`src/rtl/game_table_ram.sv`:
```
// game_table_ram
//   Responder side of the game-table RAM. Holds the ROWS x COLS playfield
//   (row 0 = top) for the block-control FSM, which reads and writes one row
//   per cycle. Also provides a registered display scan port, per-row full
//   flags and the battle "add garbage line" engine. That engine shifts the
//   table up one row and inserts a bottom row of ones with a single hole.
//
// Ports
//   clk_40M      system clock, all state on its rising edge
//   rst          synchronous active-high reset
//   ram_status   1 = write, 0 = read (controller command)
//   ram_addr     controller row address
//   ram_data_in  controller write data
//   ram_data_out registered read data (old data on read-during-write)
//   disp_addr    display scan row address
//   disp_data    registered display row data
//   game_addLine 1-cycle pulse requesting one garbage line
//   ram_busy     add-line engine active; controller writes are dropped
//   line_done    1-cycle pulse after a garbage line is fully inserted
//   row_full     bit k set when row k is all ones
//   top_out      sticky: a shift pushed a non-zero row 0 off the top
module game_table_ram #(
  parameter int ROWS        = 10,
  parameter int COLS        = 10,
  parameter int ADDR_W      = 4,
  parameter int MAX_PENDING = 3
) (
  input  logic              clk_40M,
  input  logic              rst,
  input  logic              ram_status,
  input  logic [ADDR_W-1:0] ram_addr,
  input  logic [COLS-1:0]   ram_data_in,
  output logic [COLS-1:0]   ram_data_out,
  input  logic [ADDR_W-1:0] disp_addr,
  output logic [COLS-1:0]   disp_data,
  input  logic              game_addLine,
  output logic              ram_busy,
  output logic              line_done,
  output logic [ROWS-1:0]   row_full,
  output logic              top_out
);

  localparam int HOLE_W = $clog2(COLS);
  localparam int PEND_W = $clog2(MAX_PENDING + 1);
  localparam logic [COLS-1:0] BIT0 = COLS'(1);

  typedef enum logic [1:0] {IDLE, SHIFT, INSERT} state_t;

  state_t             state;
  logic [ADDR_W-1:0]  k;
  logic [HOLE_W-1:0]  hole_pos;
  logic [HOLE_W-1:0]  hole_q;
  logic [PEND_W-1:0]  pending;

  logic [COLS-1:0]    rows     [ROWS];
  logic [COLS-1:0]    rows_nxt [ROWS];

  logic               start;
  logic               deq;
  logic               enq;
  logic [ADDR_W-1:0]  k_plus;

  assign k_plus = k + ADDR_W'(1);

  // A request is taken from the queue first; a new pulse arriving while the
  // engine is busy, or alongside a dequeue, is queued instead.
  assign start = (state == IDLE) && (game_addLine || (pending != '0));
  assign deq   = (state == IDLE) && (pending != '0);
  assign enq   = game_addLine && !((state == IDLE) && (pending == '0));

  // Next table contents: the engine owns the table while busy, otherwise
  // the controller may write one in-range row.
  always_comb begin
    rows_nxt = rows;
    case (state)
      SHIFT:  rows_nxt[k] = rows[k_plus];
      INSERT: rows_nxt[ROWS-1] = ~(BIT0 << hole_q);
      default: begin
        if (ram_status && (ram_addr < ADDR_W'(ROWS)))
          rows_nxt[ram_addr] = ram_data_in;
      end
    endcase
  end

  // Table storage, read ports and full flags
  always_ff @(posedge clk_40M) begin
    if (rst) begin
      rows         <= '{default: '0};
      ram_data_out <= '0;
      disp_data    <= '0;
      row_full     <= '0;
    end else begin
      rows         <= rows_nxt;
      ram_data_out <= (ram_addr  < ADDR_W'(ROWS)) ? rows[ram_addr]  : '0;
      disp_data    <= (disp_addr < ADDR_W'(ROWS)) ? rows[disp_addr] : '0;
      for (int unsigned r = 0; r < ROWS; r++)
        row_full[r] <= &rows_nxt[r];
    end
  end

  // Free-running hole position
  always_ff @(posedge clk_40M) begin
    if (rst)
      hole_pos <= '0;
    else if (hole_pos == HOLE_W'(COLS - 1))
      hole_pos <= '0;
    else
      hole_pos <= hole_pos + HOLE_W'(1);
  end

  // Request queue
  always_ff @(posedge clk_40M) begin
    if (rst)
      pending <= '0;
    else if (deq && !enq)
      pending <= pending - PEND_W'(1);
    else if (enq && !deq && (pending != PEND_W'(MAX_PENDING)))
      pending <= pending + PEND_W'(1);
  end

  // Add-line engine
  always_ff @(posedge clk_40M) begin
    if (rst) begin
      state     <= IDLE;
      k         <= '0;
      hole_q    <= '0;
      ram_busy  <= 1'b0;
      line_done <= 1'b0;
      top_out   <= 1'b0;
    end else begin
      line_done <= 1'b0;
      case (state)
        IDLE: begin
          if (start) begin
            hole_q   <= hole_pos;
            k        <= '0;
            state    <= SHIFT;
            ram_busy <= 1'b1;
            if (rows[0] != '0)
              top_out <= 1'b1;
          end
        end
        SHIFT: begin
          if (k == ADDR_W'(ROWS - 2))
            state <= INSERT;
          else
            k <= k_plus;
        end
        INSERT: begin
          state     <= IDLE;
          ram_busy  <= 1'b0;
          line_done <= 1'b1;
        end
        default: begin
          state    <= IDLE;
          ram_busy <= 1'b0;
        end
      endcase
    end
  end

endmodule

```
`config.mk`:
```
export PLATFORM = sky130hd
export DESIGN_NAME = game_table_ram
export DESIGN_NICKNAME = d
export VERILOG_FILES = /design/src/rtl/game_table_ram.sv
export SDC_FILE = /design/constraint.sdc
export NUM_CORES = 1
export LEC_CHECK = 0
export BUFFER_PORTS_ARGS = -buffer_cell sky130_fd_sc_hd__buf_2
export CAP_MARGIN = 5
export CORE_AREA = 3 3 209 211
export CTS_BUF_LIST = sky130_fd_sc_hd__clkbuf_4
export DETAILED_ROUTE_END_ITERATION = 12
export DIE_AREA = 0 0 212 214
export HOLD_SLACK_MARGIN = 0.02
export PLACE_DENSITY = 0.4
export SYNTH_ARGS = -nofsm -noshare
export SYNTH_HDL_FRONTEND = slang
export SYNTH_SLANG_ARGS = --single-unit
export TNS_END_PERCENT = 100
```
`constraint.sdc`:
```
create_clock -name clk_40M -period 3.8 [get_ports clk_40M]
set_input_delay 0.76 -clock clk_40M [delete_from_list [all_inputs] [get_ports clk_40M]]
set_output_delay 0.76 -clock clk_40M [all_outputs]
set_load 0.01 [all_outputs]
```
### Yosys cells after proc, flatten, opt, wreduce, memory -nomap -nowiden

Index checks and enable logic that the tools add are counted.

| storage, ports and cells | value |
|---|---|
| register bits | 149 |
| input port bits | 22 |
| word-level logic and storage cells | 117 |

| cells by class | value |
|---|---|
| reduce and logical (&&, ||, !) cells | 38 |
| shift operators | 1 |
| equality and inequality tests | 8 |
| mux-type cells | 29 |
| bitwise gates (word level) | 8 |
| $add $sub $neg | 4 |
| order comparisons | 8 |

Operators by type and width:

| operator | count |
|---|---|
| $bwmux W100 | 2 |
| $pmux W90 S2 | 1 |
| $bmux W10 S4 | 3 |
| $mux W100 | 1 |
| $reduce_and A10 Y1 | 10 |
| $demux W10 S4 | 2 |
| $mux W10 | 8 |
| $ge A5 B5 Y1 const B | 4 |
| $not A4 Y5 | 4 |
| $pmux W10 S2 | 1 |
| $logic_and A1 B1 Y1 | 10 |
| $lt A5 B1 Y1 const B | 2 |
| $not A10 Y10 | 1 |
| $reduce_bool A10 Y1 | 1 |
| $shl A1 B4 Y10 const A | 1 |
| $add A4 B1 Y4 const B | 2 |
| $eq A4 B4 Y1 const B | 2 |
| $lt A4 B4 Y1 const B | 2 |
| $mux W2 | 4 |
| $mux W4 | 2 |
| $ne A2 B2 Y1 const B | 4 |
| $pmux W4 S2 | 1 |
| $reduce_and A2 Y1 | 3 |
| $reduce_and A3 Y1 | 2 |
| 13 further kinds | 23 |

### Longest topological paths before layout

| logic depth | value |
|---|---|
| word-level depth | 9 |
| gate-level depth with buffers | 13 |
| gate-level depth less buffers | 9 |

### Least setup slack after synthesis

Ideal clock, no wire load.

| timing | value |
|---|---|
| kind | register to register |
| start point | reg k[0] |
| end point | reg row_full[2] |
| arrival | 3041 ps |
| data required time | 3712 ps |
| buffers on the path | 5 |
| clock period less this slack | 3129 ps |
| cell stages (with the launch flop) | 13 |
| setup time | 88 ps |
| path slack | 671 ps |
| path through | dfxtp_1 -> buf_6 -> buf_8 -> inv_1 -> ha_1 -> buf_2 -> buf_4 -> buf_2 -> nor4_1 -> a211o_2 -> a222oi_1 -> or4_1 -> nor4_2 |

| between the ends | value |
|---|---|
| word-level cells in the longest chain between the ends | 8 |
| elaborated cells between the ends (all ways) | 14 |
| classes of those cells | add/sub: 1; order compare: 2; mux: 7; bitwise: 2; reduce/logical: 2 |

RTL lines:

| what | RTL line | RTL |
|---|---|---|
| start: declaration | 50 | `logic [ADDR_W-1:0] k;` |
| start signal: assignment | 147 | `k <= k_plus;` |
| $add A4 B1 Y4 or $not A4 Y5 (tied branches) | 63, 76 |  |
| $not A4 Y5 (implied by the code), or another cell as far along | 76 | `SHIFT: rows_nxt[k] = rows[k_plus];` |
| $bmux W10 S4 or $logic_and A1 B1 Y1 (tied branches) | 76 |  |
| $mux W10 (implied by the code) | 76 |  |
| $mux W10 (implied by the code) or $demux W10 S4 (tied branches) | 76 |  |
| $bwmux W100 (*) | 76 |  |
| $pmux W90 S2 (*) | 75 | `case (state)` |
| $reduce_and A10 Y1 (*) | 97 | `row_full[r] <= &rows_nxt[r];` |
| end signal: indexed assignment | 97 |  |
| end: declaration | 39 | `output logic [ROWS-1:0] row_full,` |

Mark *: on every way between the ends. The rest lies on a longest branch, timed or not. The select of a mux whose other input is x is not followed.
A chain may end at the register's enable or synchronous reset.

### Worst setup path after layout

| timing | value |
|---|---|
| start point | reg state[0] |
| end point | reg row_full[8] |

| between the ends | value |
|---|---|
| word-level cells in the longest chain between the ends | 3 |
| elaborated cells between the ends (all ways) | 4 |
| classes of those cells | eq/ne: 2; mux: 1; reduce/logical: 1 |

RTL lines:

| what | RTL line | RTL |
|---|---|---|
| start: declaration | 49 | `state_t state;` |
| start signal: assignment | 124 | `state <= IDLE;` |
| start signal: assignment | 137 | `state <= SHIFT;` |
| start signal: assignment | 145 | `state <= INSERT;` |
| $eq A2 B2 Y1 or $eq A2 B1 Y1 (tied branches) | 75 |  |
| $pmux W90 S2 (*) | 75 |  |
| $reduce_and A10 Y1 (*) | 97 |  |

Mark *: on every way between the ends. The rest lies on a longest branch, timed or not.

==> impl_metrics.yaml <==
outcome:
  outcome: "complete, no violations"
clocking:
  clk_pin_slew_ns: 0.14
  clock_sinks: 149
  cts_root_buffer: "clkbuf_4"
  cts_setup_buffers: 0
  cts_buffers: 17
  clockBufferDepth: 2
  htree_num_levels: 4
  ctsResizeCount: 0
  cts_tree: "done"
  clk_latency_ns: 0.68
  hold_buffers: 0
timing:
  min_period_ns: 3.62
  timing.final.crit_share_pct: 95.2
  holdWs_ns: 0.485
  hold_violations: 0
  relSlewSlack_pct: 19.6
  fin_ws_ns: 0.182
  clock.fmax_ghz: 0.276
  tns_ns: 0
  grt_setup_unrepaired: "false"
  worst_pin_slew_ns: 1.20
  slew_viol_final: 0
  skew_ns: 0.0398
  finalSetupViolations: 0
synthesis:
  netlist_area_sq_um: 10500
  synth_area_leaders: "dfxtp_1, mux4_2, mux2i_1"
  syn_nets: 1242
  synth_cells: 1210
  ys_top_cells_by_count: "nor2_1, dfxtp_1, nand2_1"
  ys_warn_count: 0
  async_reset_ff_share_pct: 0
  ys_seq_area_share_pct: 28.5
  ys.flop_type: "dfxtp_1"
  synth_most_common_cell: "nor2_1"
  yosysTopAreaCellShare_pct: 28.5
  ys_types: 77
  synth_top_area_cell: "dfxtp_1"
  synth_edf_count: 0
  yosys_register_bits: 149
  syn_avg_cell_area_sq_um: 8.65
routing:
  drtIter0Drc: 1182
  drcViolationCount: 0
  vias: 10405
  drtAntennaViolNets: 0
  avgRoutedWirePerCell_um: 26.4
  wirelength_um: 47300
  drt-pass1-iter-count: 7
  vias_per_cell: 5.80
worst_setup_path:
  startpoint: "state[0]$_SDFFE_PP0P_"
  cpPeakStageDelay_ns: 0.62
  worst-path-buf-inv: 3
  path_cells: "inv_1 > ha_4 > clkinv_1 > buf_4 > nor2_1 > a222oi_1 > nor4_1 > and4_1"
  cp_max_fo: 22
  crit_slowest_cell: "nor2_1"
  r2r_start: "state[0]$_SDFFE_PP0P_"
  cp.required_ns: 4.40
  critPathLaunchType: "flop"
  cp.arrival_ns: 4.22
  end_kind: "flop"
  path_class: "reg2reg"
  path_delay_family: "simple AND/OR/NAND/NOR gates"
placed_design:
  pre_cts_ws_ns: 0.317
  gp_congestion: 0.916
  dp.cells: 1762
  dp_hpwl_um: 35500
  port_buffers: 54
global_route:
  grt_pass1_wl_um: 68900
  grt_max_degree: 46
  grt_usage_pct: 20.6
  busiest_layer: "met2"
  overflow: 0
  antenna_found_initial: 1
  use_met1_pct: 28.8
  grt_pass1_vias: 9937
  grtUsageMet2_pct: 32.3
  grt_use_met3_pct: 3.76
finish:
  fill_cells: 4471
  layout-drive-gt1-share_pct: 21.0
  multi_input_area_sq_um: 6990
  seq_area_sq_um: 2980
  fin_nets: 1274
  stdcell_count: 1793
  syn2layout_area_growth_pct: 12.0
floorplan:
  io_pins: 55
  fp.dieW_um: 212
  core_area_sq_um: 41900
  die_area_sq_um: 45400
  die_h_um: 214
  initial_core_util_pct: 24.9
  rows: 75
pwr:
  finalPower_uw: 4280
  powerDensity_nw_per_um2: 365
  p_leak_uw: 0.00419
  peakVddDrop_mv: 0.224
worst_hold_path:
  min_from: "game_addLine"
  hp-class: "in2reg"
flow_run:
  maxCapViolCount: 0
[registers in the layout, indices dropped and copies added (netlist names)]
signal	count
line_done	1
ram_data_out	10
ram_busy	1
rows	100
k	4
hole_q	4
pending	2
top_out	1
disp_data	10
row_full	10
state	2
hole_pos	4
[cells in the final DEF (no fill, tap or decap), drive strengths merged, types with 28 or more instances in the layout]
cell | Yosys | layout
nor2 | 166 | 166
a21oi | 65 | 65
buf | 39 | 116
mux4 | 61 | 61
mux2 | 28 | 28
a221oi | 32 | 32
nand2 | 147 | 147
dfxtp | 149 | 149
a222oi | 29 | 29
o21ai | 69 | 69
mux2i | 67 | 67
[final timing paths]
kind | cells past startpoint | end | slack (ns)
hold reg to reg | 2 | top_out$_SDFFE_PP0P_ | 0.51
setup reg to reg | 8 | row_full[8]$_SDFF_PP0_ | 0.18
hold / removal | 4 | pending[1]$_SDFFE_PP0P_ | 0.49
setup / recovery | 8 | row_full[8]$_SDFF_PP0_ | 0.18
[tightest hold or removal path: stages]
cell and delay [ns]:
buf_2 0.12, o21ai_0 0.07, o21ai_0 0.05, nor2b_1 0.11
[cell families (layout without fill, tap and decap cells)]
kind of cell             after synthesis  after routing  synth area share [%]
adder cells (fa/ha/maj)               10             10                  1.20
buffers and inverters                111            154                  4.88
AND/OR/NAND/NOR                      489            489                  23.0
flip-flops                           149            149                  28.5
other                                  0              1                     0
AO/OA/AOI/OAI                        295            295                  19.7
multiplexers                         156            156                  22.7
[through the flow]
| step | instance area (sq um) | utilization [%] |
|---|---|---|
| global route | 11700 | 27.9 |
| global placement | 11400 | 27.3 |
| CTS | 11700 | 27.9 |
| floorplan | 10500 | - |
| detailed placement | 11400 | 27.3 |
| finish | 11700 | 27.9 |
[layer usage]
layer / vias up / routed length [um]
met5: - / 0
met4: 0 / 1140
met3: 57 / 3370
met2: 504 / 21600
met1: 5204 / 21200
li1: 4640 / -
[cell type report]
type                       count  share of cell area, %
timing repair buffer         116                   6.51
sequential                   149                   25.5
multi-input combinational    950                   59.6
tap                          539                   5.75
clock buffer                  19                   1.22
inverter                       8                  0.256
antenna                        1                 0.0213
clock inverter                11                   1.16
[report_power, final]
part	leakage, uW	switching [uW]	internal [uW]
sequential	0.00121	152	1660
combinational	0.00283	913	470
clock	0.000147	636	455
Note: power is estimated with default switching activity, not from simulation.
